$ cat src/rtl/mac_array_seq_ctrl.sv
// Sequencer that runs C = A x B on an elementwise MxM MAC array via M broadcast steps.
// Matrices are flattened row-major: element (i,j) sits at [(i*M+j)*W +: W].
module mac_array_seq_ctrl #(
  parameter int DATA_W = 8,
  parameter int ACC_W  = 32,
  parameter int M      = 4
) (
  input  logic                    clk,
  input  logic                    rst,
  input  logic                    start,
  input  logic                    accumulate,
  input  logic [M*M*DATA_W-1:0]   a_in,
  input  logic [M*M*DATA_W-1:0]   b_in,
  output logic                    busy,
  output logic                    mac_clr,
  output logic                    mac_en,
  output logic [M*M*DATA_W-1:0]   mac_a,
  output logic [M*M*DATA_W-1:0]   mac_b,
  input  logic [M*M*ACC_W-1:0]    mac_acc,
  output logic                    res_valid,
  input  logic                    res_ready,
  output logic [M*M*ACC_W-1:0]    res_c
);

  localparam int OPW  = M * M * DATA_W;
  localparam int RESW = M * M * ACC_W;
  localparam int K_W  = (M > 1) ? $clog2(M) : 1;
  localparam logic [K_W-1:0] K_LAST = K_W'(M - 1);

  typedef enum logic [2:0] {IDLE, CLEAR, RUN, DRAIN, DONE} state_t;

  state_t            state_q, state_d;
  logic [K_W-1:0]    k_q, k_d;
  logic [OPW-1:0]    a_q, a_d, b_q, b_d;
  logic              mac_clr_q, mac_clr_d;
  logic              mac_en_q, mac_en_d;
  logic [OPW-1:0]    mac_a_q, mac_a_d, mac_b_q, mac_b_d;
  logic              res_valid_q, res_valid_d;
  logic [RESW-1:0]   res_c_q, res_c_d;

  logic              load_step;
  logic [K_W-1:0]    step_k;
  logic [OPW-1:0]    src_a, src_b;
  logic [OPW-1:0]    step_a, step_b;
  logic [DATA_W-1:0] src_a_e [M][M];
  logic [DATA_W-1:0] src_b_e [M][M];

  // Step-0 operands are loaded on the accept edge itself (no-clear path), so read the
  // live inputs while idle and the latched copies afterwards.
  assign src_a = (state_q == IDLE) ? a_in : a_q;
  assign src_b = (state_q == IDLE) ? b_in : b_q;

  for (genvar gi = 0; gi < M; gi++) begin : g_row
    for (genvar gj = 0; gj < M; gj++) begin : g_col
      assign src_a_e[gi][gj] = src_a[(gi*M+gj)*DATA_W +: DATA_W];
      assign src_b_e[gi][gj] = src_b[(gi*M+gj)*DATA_W +: DATA_W];
      assign step_a[(gi*M+gj)*DATA_W +: DATA_W] = src_a_e[gi][step_k];
      assign step_b[(gi*M+gj)*DATA_W +: DATA_W] = src_b_e[step_k][gj];
    end
  end

  always_comb begin
    state_d     = state_q;
    k_d         = k_q;
    a_d         = a_q;
    b_d         = b_q;
    mac_clr_d   = 1'b0;
    mac_en_d    = 1'b0;
    load_step   = 1'b0;
    step_k      = '0;
    res_valid_d = res_valid_q;
    res_c_d     = res_c_q;
    unique case (state_q)
      IDLE: begin
        if (start) begin
          a_d = a_in;
          b_d = b_in;
          k_d = '0;
          if (accumulate) begin
            state_d   = RUN;
            mac_en_d  = 1'b1;
            load_step = 1'b1;
          end else begin
            state_d   = CLEAR;
            mac_clr_d = 1'b1;
          end
        end
      end
      CLEAR: begin
        state_d   = RUN;
        k_d       = '0;
        mac_en_d  = 1'b1;
        load_step = 1'b1;
      end
      RUN: begin
        if (k_q == K_LAST) begin
          state_d = DRAIN;
          k_d     = '0;
        end else begin
          k_d       = k_q + 1'b1;
          step_k    = k_q + 1'b1;
          mac_en_d  = 1'b1;
          load_step = 1'b1;
        end
      end
      DRAIN: begin
        state_d     = DONE;
        res_c_d     = mac_acc;
        res_valid_d = 1'b1;
      end
      DONE: begin
        if (res_ready) begin
          state_d     = IDLE;
          res_valid_d = 1'b0;
        end
      end
      default: state_d = IDLE;
    endcase
  end

  always_comb begin
    mac_a_d = load_step ? step_a : '0;
    mac_b_d = load_step ? step_b : '0;
  end

  always_ff @(posedge clk or posedge rst) begin
    if (rst) begin
      state_q     <= IDLE;
      k_q         <= '0;
      a_q         <= '0;
      b_q         <= '0;
      mac_clr_q   <= 1'b0;
      mac_en_q    <= 1'b0;
      mac_a_q     <= '0;
      mac_b_q     <= '0;
      res_valid_q <= 1'b0;
      res_c_q     <= '0;
    end else begin
      state_q     <= state_d;
      k_q         <= k_d;
      a_q         <= a_d;
      b_q         <= b_d;
      mac_clr_q   <= mac_clr_d;
      mac_en_q    <= mac_en_d;
      mac_a_q     <= mac_a_d;
      mac_b_q     <= mac_b_d;
      res_valid_q <= res_valid_d;
      res_c_q     <= res_c_d;
    end
  end

  assign busy      = (state_q != IDLE);
  assign mac_clr   = mac_clr_q;
  assign mac_en    = mac_en_q;
  assign mac_a     = mac_a_q;
  assign mac_b     = mac_b_q;
  assign res_valid = res_valid_q;
  assign res_c     = res_c_q;

endmodule

$ cat config.mk
export PLATFORM = sky130hd
export DESIGN_NAME = mac_array_seq_ctrl
export DESIGN_NICKNAME = d
export VERILOG_FILES = /design/src/rtl/mac_array_seq_ctrl.sv
export SDC_FILE = /design/constraint.sdc
export NUM_CORES = 2
export LEC_CHECK = 0
export CORE_AREA = 3 3 600 602
export DETAILED_ROUTE_END_ITERATION = 7
export DIE_AREA = 0 0 603 605
export GPL_TIMING_DRIVEN = 0
export SYNTH_ARGS = -nofsm -noshare
export SYNTH_HDL_FRONTEND = slang
export SYNTH_SLANG_ARGS = --single-unit
$ cat constraint.sdc
create_clock -name clk -period 61.7 [get_ports clk]
set_clock_uncertainty 0.15 [all_clocks]
set_input_delay 9.255 -clock clk [delete_from_list [all_inputs] [get_ports clk]]
set_output_delay 9.255 -clock clk [all_outputs]
set_load 0.05 [all_outputs]
After elaboration in Yosys (flattened, before gate mapping)
Cells that the tools add are included.
- bits of input ports: 773
- register bits after elaboration: 1032
- word-level logic and storage cells: 66
- output and inout bits: 772
- bitwise operators: 1
- $add $sub $neg: 1
- magnitude comparators: 1
- reductions and logical operators: 8
- muxes and demuxes: 37
- equality and inequality tests: 8
- operators with widths (cell ; count):
    2-to-1 mux 128 bit ; 4
    binary-select mux 32 bit (select 2 bit) ; 1
    binary-select mux 8 bit (select 2 bit) ; 4
    2-to-1 mux 32 bit ; 2
    2-to-1 mux 8 bit ; 8
    one-hot mux 3 bit (5 select lines) ; 1
    2-to-1 mux 3 bit ; 3
    2-to-1 mux 2 bit ; 4
    2-to-1 mux 1 bit ; 7
    equality test 3 x 2 -> 1 bit, second input constant ; 2
    inequality test 2 bit, second input constant ; 3
    one-hot mux 2 bit (3 select lines) ; 1
    AND reduction 2 bit ; 3
    nonzero test 3 bit ; 2
    equality test 3 x 1 -> 1 bit, second input constant ; 1
    equality test 3 bit, second input constant ; 1
    greater-or-equal comparator 3 bit, second input constant ; 1
    zero test 3 bit ; 1
    NOT 2 -> 3 bit ; 1
    one-hot mux 1 bit (3 select lines) ; 1
    AND reduction 3 bit ; 1
    adder 2 x 1 -> 2 bit, second input constant ; 1
    equality test 2 bit, second input constant ; 1
    one-hot mux 1 bit (2 select lines) ; 1
    nonzero test 2 bit ; 1

Depth between registers and ports, before layout
- depth in word-level cells: 8
- mapped depth: 8
- gate-level depth less buffers: 5

Worst setup path before layout
No wires, ideal clock.
- kind: register to output
- start: register state_q[2]
- end: output busy
- path buffers: 3
- arrival time: 1460 ps
- cell stages (with the launch flop): 6
- required time: 52295 ps
- setup slack: 50835 ps
- cells stage by stage: dfrtp_1 > buf_2 > nor3_4 > inv_1 > buf_2 > buf_1
- longest elaborated chain between the ends: 1
- ends and longest elaborated chain (item ; line ; text):
    start: declaration ; 32 ; state_t state_q, state_d;
    start signal: assignment ; 139 ; state_q <= state_d;
    nonzero test 3 bit ; 152 ; assign busy = (state_q != IDLE);
    end: declaration ; 14 ; output logic busy,
No other way between the ends.

Worst setup path in the final report
Ends and elaborated chain as after synthesis.

==> reports/results.ini <==
[status]
outcome = completed

[min_path]
worstHoldPathType = flip-flop to flip-flop

[clock_network]
cts.sink_count = 840
clkSlewWorstSetupHoldPaths_ns = 0.06
post_cts_resize_count = 0
insertion_delay_ns = 0.84
postCtsHoldBufs = 0
cts_setup_buffers = 0
h-tree-depth = 3
cts_root_buf = sky130_fd_sc_hd__clkbuf_16
cts_buffer_depth = 4
clock_tree_from_tritoncts = done
total_cts_buffers = 111

[power_and_ir_drop]
p_per_area_nw_per_um2 = 72.94
power.share.sequential_pct = 24.3
clock_power_share_pct = 15.8
switching_power_mw = 2.242
peakVddDrop_mv = 0.05009
comb_power_share_pct = 59.9
power_switching_share_pct = 51.31
report.power.total_mw = 4.370
power_leakage_nw = 23.07
internal-power_mw = 2.127

[synth]
synth_top_cells_by_area = sky130_fd_sc_hd__dfrtp_1 (61%), sky130_fd_sc_hd__mux2_2 (24%), sky130_fd_sc_hd__buf_4 (5.0%)
syn_area_sq_um = 34370
synth_compound_area_share_pct = 5.056
synth-adder-area-share_pct = 0.03640
largest_family_of_logic_cells_by_synthesized_area = multiplexers
synth.lib_cells_used.distinct = 40
postSynthNetCount = 3094
synth_flop_cell = sky130_fd_sc_hd__dfrtp_1
post_synth_edffs = 0
yosys_register_bits = 840
synthesis.instances = 2320
synthesis.area_per_instance_sq_um = 14.81
largest_area_contributor_in_the_synthesized_netlist = sky130_fd_sc_hd__dfrtp_1
yosysTopAreaCellShare_pct = 61.16
synth_xor_area_share_pct = 0
asyncSetResetFlopFracSynth_pct = 100.0
synth_seq_area_share_pct = 61.16
synthesis.yosys.warnings = 0
synth_simple_gate_area_share_pct = 1.980
synthMuxAreaShare_pct = 25.16

[job]
cap_viol_max_count = 0

[layout]
flow.area_growth_from_synthesis_pct = 74.30
post_route_cells_drive_above_1_share_pct = 30.70
multi_input_combinational_cell_area_sq_um = 11090
finish.utilization_pct = 16.86
layout.area.seq_sq_um = 21020
fillCellCount = 39065
finalNetCount = 4761

[die]
rows = 219
initial_utilization_pct = 9.671
design.core.area_sq_um = 355400
dieArea_sq_um = 364800
dieHeight_um = 605
io-pin-count = 1545
fp.dieW_um = 603

[grt]
grt_usage_pct = 14.28
via_count_of_the_first_global_routing_pass = 29349
largest_net_degree_at_the_start_of_global_routing = 122
grt-ovfl-total = 0
wire_length_of_the_first_global_routing_pass_mm = 336.7
antenna_found_initial = 123

[setup_path]
cp.required_ns = 52.29
critPathKind = flip-flop to primary output
crit_path_top_delay_cell = sky130_fd_sc_hd__clkdlybuf4s50_1
cp_common_cell = sky130_fd_sc_hd__buf_2
timing.critical_path.buf_inv = 5
timing.critical_path.cells = buf_2 > nor3_4 > inv_1 > buf_2 > buf_1 > clkdlybuf4s50_1
crit_path_max_incr_delay_ns = 0.95
crit_path_end_kind = primary output
critical_path.startpoint_type = flip-flop
critPathMaxFanout = 10
crit_family = buffers and inverters
critical_path_arrival_ns = 3.78

[drt]
detail_route.vias_per_cell = 3.139
wire_per_inst_um = 30.63
count_of_tritonroute_iterations_in_the_first_routing_pass = 6
via_count = 27815
final_antenna_net_count = 0
drt_iter0_markers = 1783
route.detailed.drc = 0
wl_final_mm = 271.4

[placement]
io_buffer_count = 1544
dp.final_hpwl_mm = 233.7
place.gp.congestion = 0.9366

[sta]
max_freq_mhz = 75.87
rsz_0062_raised_after_global_routing = no
hold_slack_ns = 0.3393
finalSetupTns_ns = 0
slew_headroom_pct = 11.45
finalSetupViolations = 0
final-hold-violation-count = 0
period_utilization_pct = 21.36
worst-slew-pin-transition_ns = 1.328
slew_violations = 0
finalCriticalPeriod_ns = 13.18

state kept, by name, indices dropped and copies added, names as in the netlist:
signal,count
a_q,128
b_q,128
k_q,2
mac_a,32
mac_b,32
mac_clr,1
mac_en,1
res_c,512
res_valid,1
state_q,3
logic make-up (layout without fill, tap and decap cells):
group                    count (synthesis)  count (layout)
multiplexers                           768             768
AO/OA/AOI/OAI                          236             236
buffers and inverters                  348            2099
adder cells (fa/ha/maj)                  1               1
other                                    0              39
AND/OR/NAND/NOR                        127             127
flip-flops                             840             840
cell usage in the layout (no fill, tap or decap), drive strengths merged, types with 3 or more instances in the layout:
cell type	n
clkdlybuf4s50	1544
bufinv	12
inv	11
o31ai	24
a211oi	9
buf	312
clkbuf	199
o32ai	32
o221ai	64
or3	25
nand2b	3
and3	8
diode	39
nor3b	4
a21oi	37
nand2	6
dfrtp	840
clkinvlp	3
nor3	35
mux2	768
o21ai	35
clkinv	18
o22ai	33
nor2	39
final timing paths:
| path | from | end | slack, ns | cells past startpoint |
|---|---|---|---|---|
| max | state_q[2]$_DFFE_PP0P_ | busy | 48.52 | 6 |
| min | a_q[105]$_DFFE_PP0P_ | a_q[105]$_DFFE_PP0P_ | 0.34 | 1 |
| max reg2reg | k_q[1]$_DFFE_PP0P_ | mac_a[24]$_DFF_PP0_ | 57.26 | 6 |
| min reg2reg | a_q[105]$_DFFE_PP0P_ | a_q[105]$_DFFE_PP0P_ | 0.34 | 1 |
| max in group asynchronous | rst | res_c[189]$_DFFE_PP0P_ | 49.96 | 6 |
| min in group asynchronous | rst | res_c[490]$_DFFE_PP0P_ | 8.71 | 2 |
power groups by stage:
stage	Sequential [mW]	Clock (mW)	Combinational, mW
6_report	1.06	0.690	2.62
5_1_grt	1.10	0.735	2.72
4_1_cts	1.07	0.718	2.66
3_5_place_dp	1.07	0	2.65
3_3_place_gp	1.07	0	2.64
2_1_floorplan	1.65	0	0.852
metrics by stage:
stage	setup slack, ns	instances	cell area, sq um
global route	48.36	8843	59860
CTS	48.32	8822	59810
detailed placement	49.09	8625	56040
finish	48.52	8861	59910
global placement	16.10	8615	55770
floorplan	28.70	2320	34370
worst register-to-register path: stages, from the launching register on:
cell and delay [ns]:
sky130_fd_sc_hd__dfrtp_1 0.40, sky130_fd_sc_hd__ha_1 0.27, sky130_fd_sc_hd__clkbuf_1 0.69, sky130_fd_sc_hd__nor3b_2 1.12
sky130_fd_sc_hd__buf_2 0.56, sky130_fd_sc_hd__o221ai_1 0.36, sky130_fd_sc_hd__a21oi_1 0.71
metal layers:
metal	up-vias	share of wire [%]	global-route usage [%]
met5	-	0.079	0
met4	34	4.0	4.986
met3	366	11	7.051
met2	1409	50	25.08
met1	14442	34	14.62
li1	11564	-	-
final cells by class:
class	instances	share of cell area [%]
diodes	39	0.1629
plain buffers	345	3.774
clock buffers	156	5.288
clock inverters	41	1.009
inverters	3	0.03133
multi-input cells	1132	18.51
flip-flops and latches	840	35.09
well taps	4751	9.923
repair buffers	1554	26.22
cells in the mapped netlist (all sizes together) (2+ instances only):
library cell	n
nand3b	2
o21ai	35
mux2	768
o32ai	32
a211oi	9
nand2	6
a21oi	37
and3	8
nor2	39
nor3b	4
buf	302
o31ai	24
nand2b	3
o22ai	33
or3	25
dfrtp	840
nor3	35
o221ai	64
inv	3
clkbuf	43
Note: power is estimated with default switching activity, not from simulation.
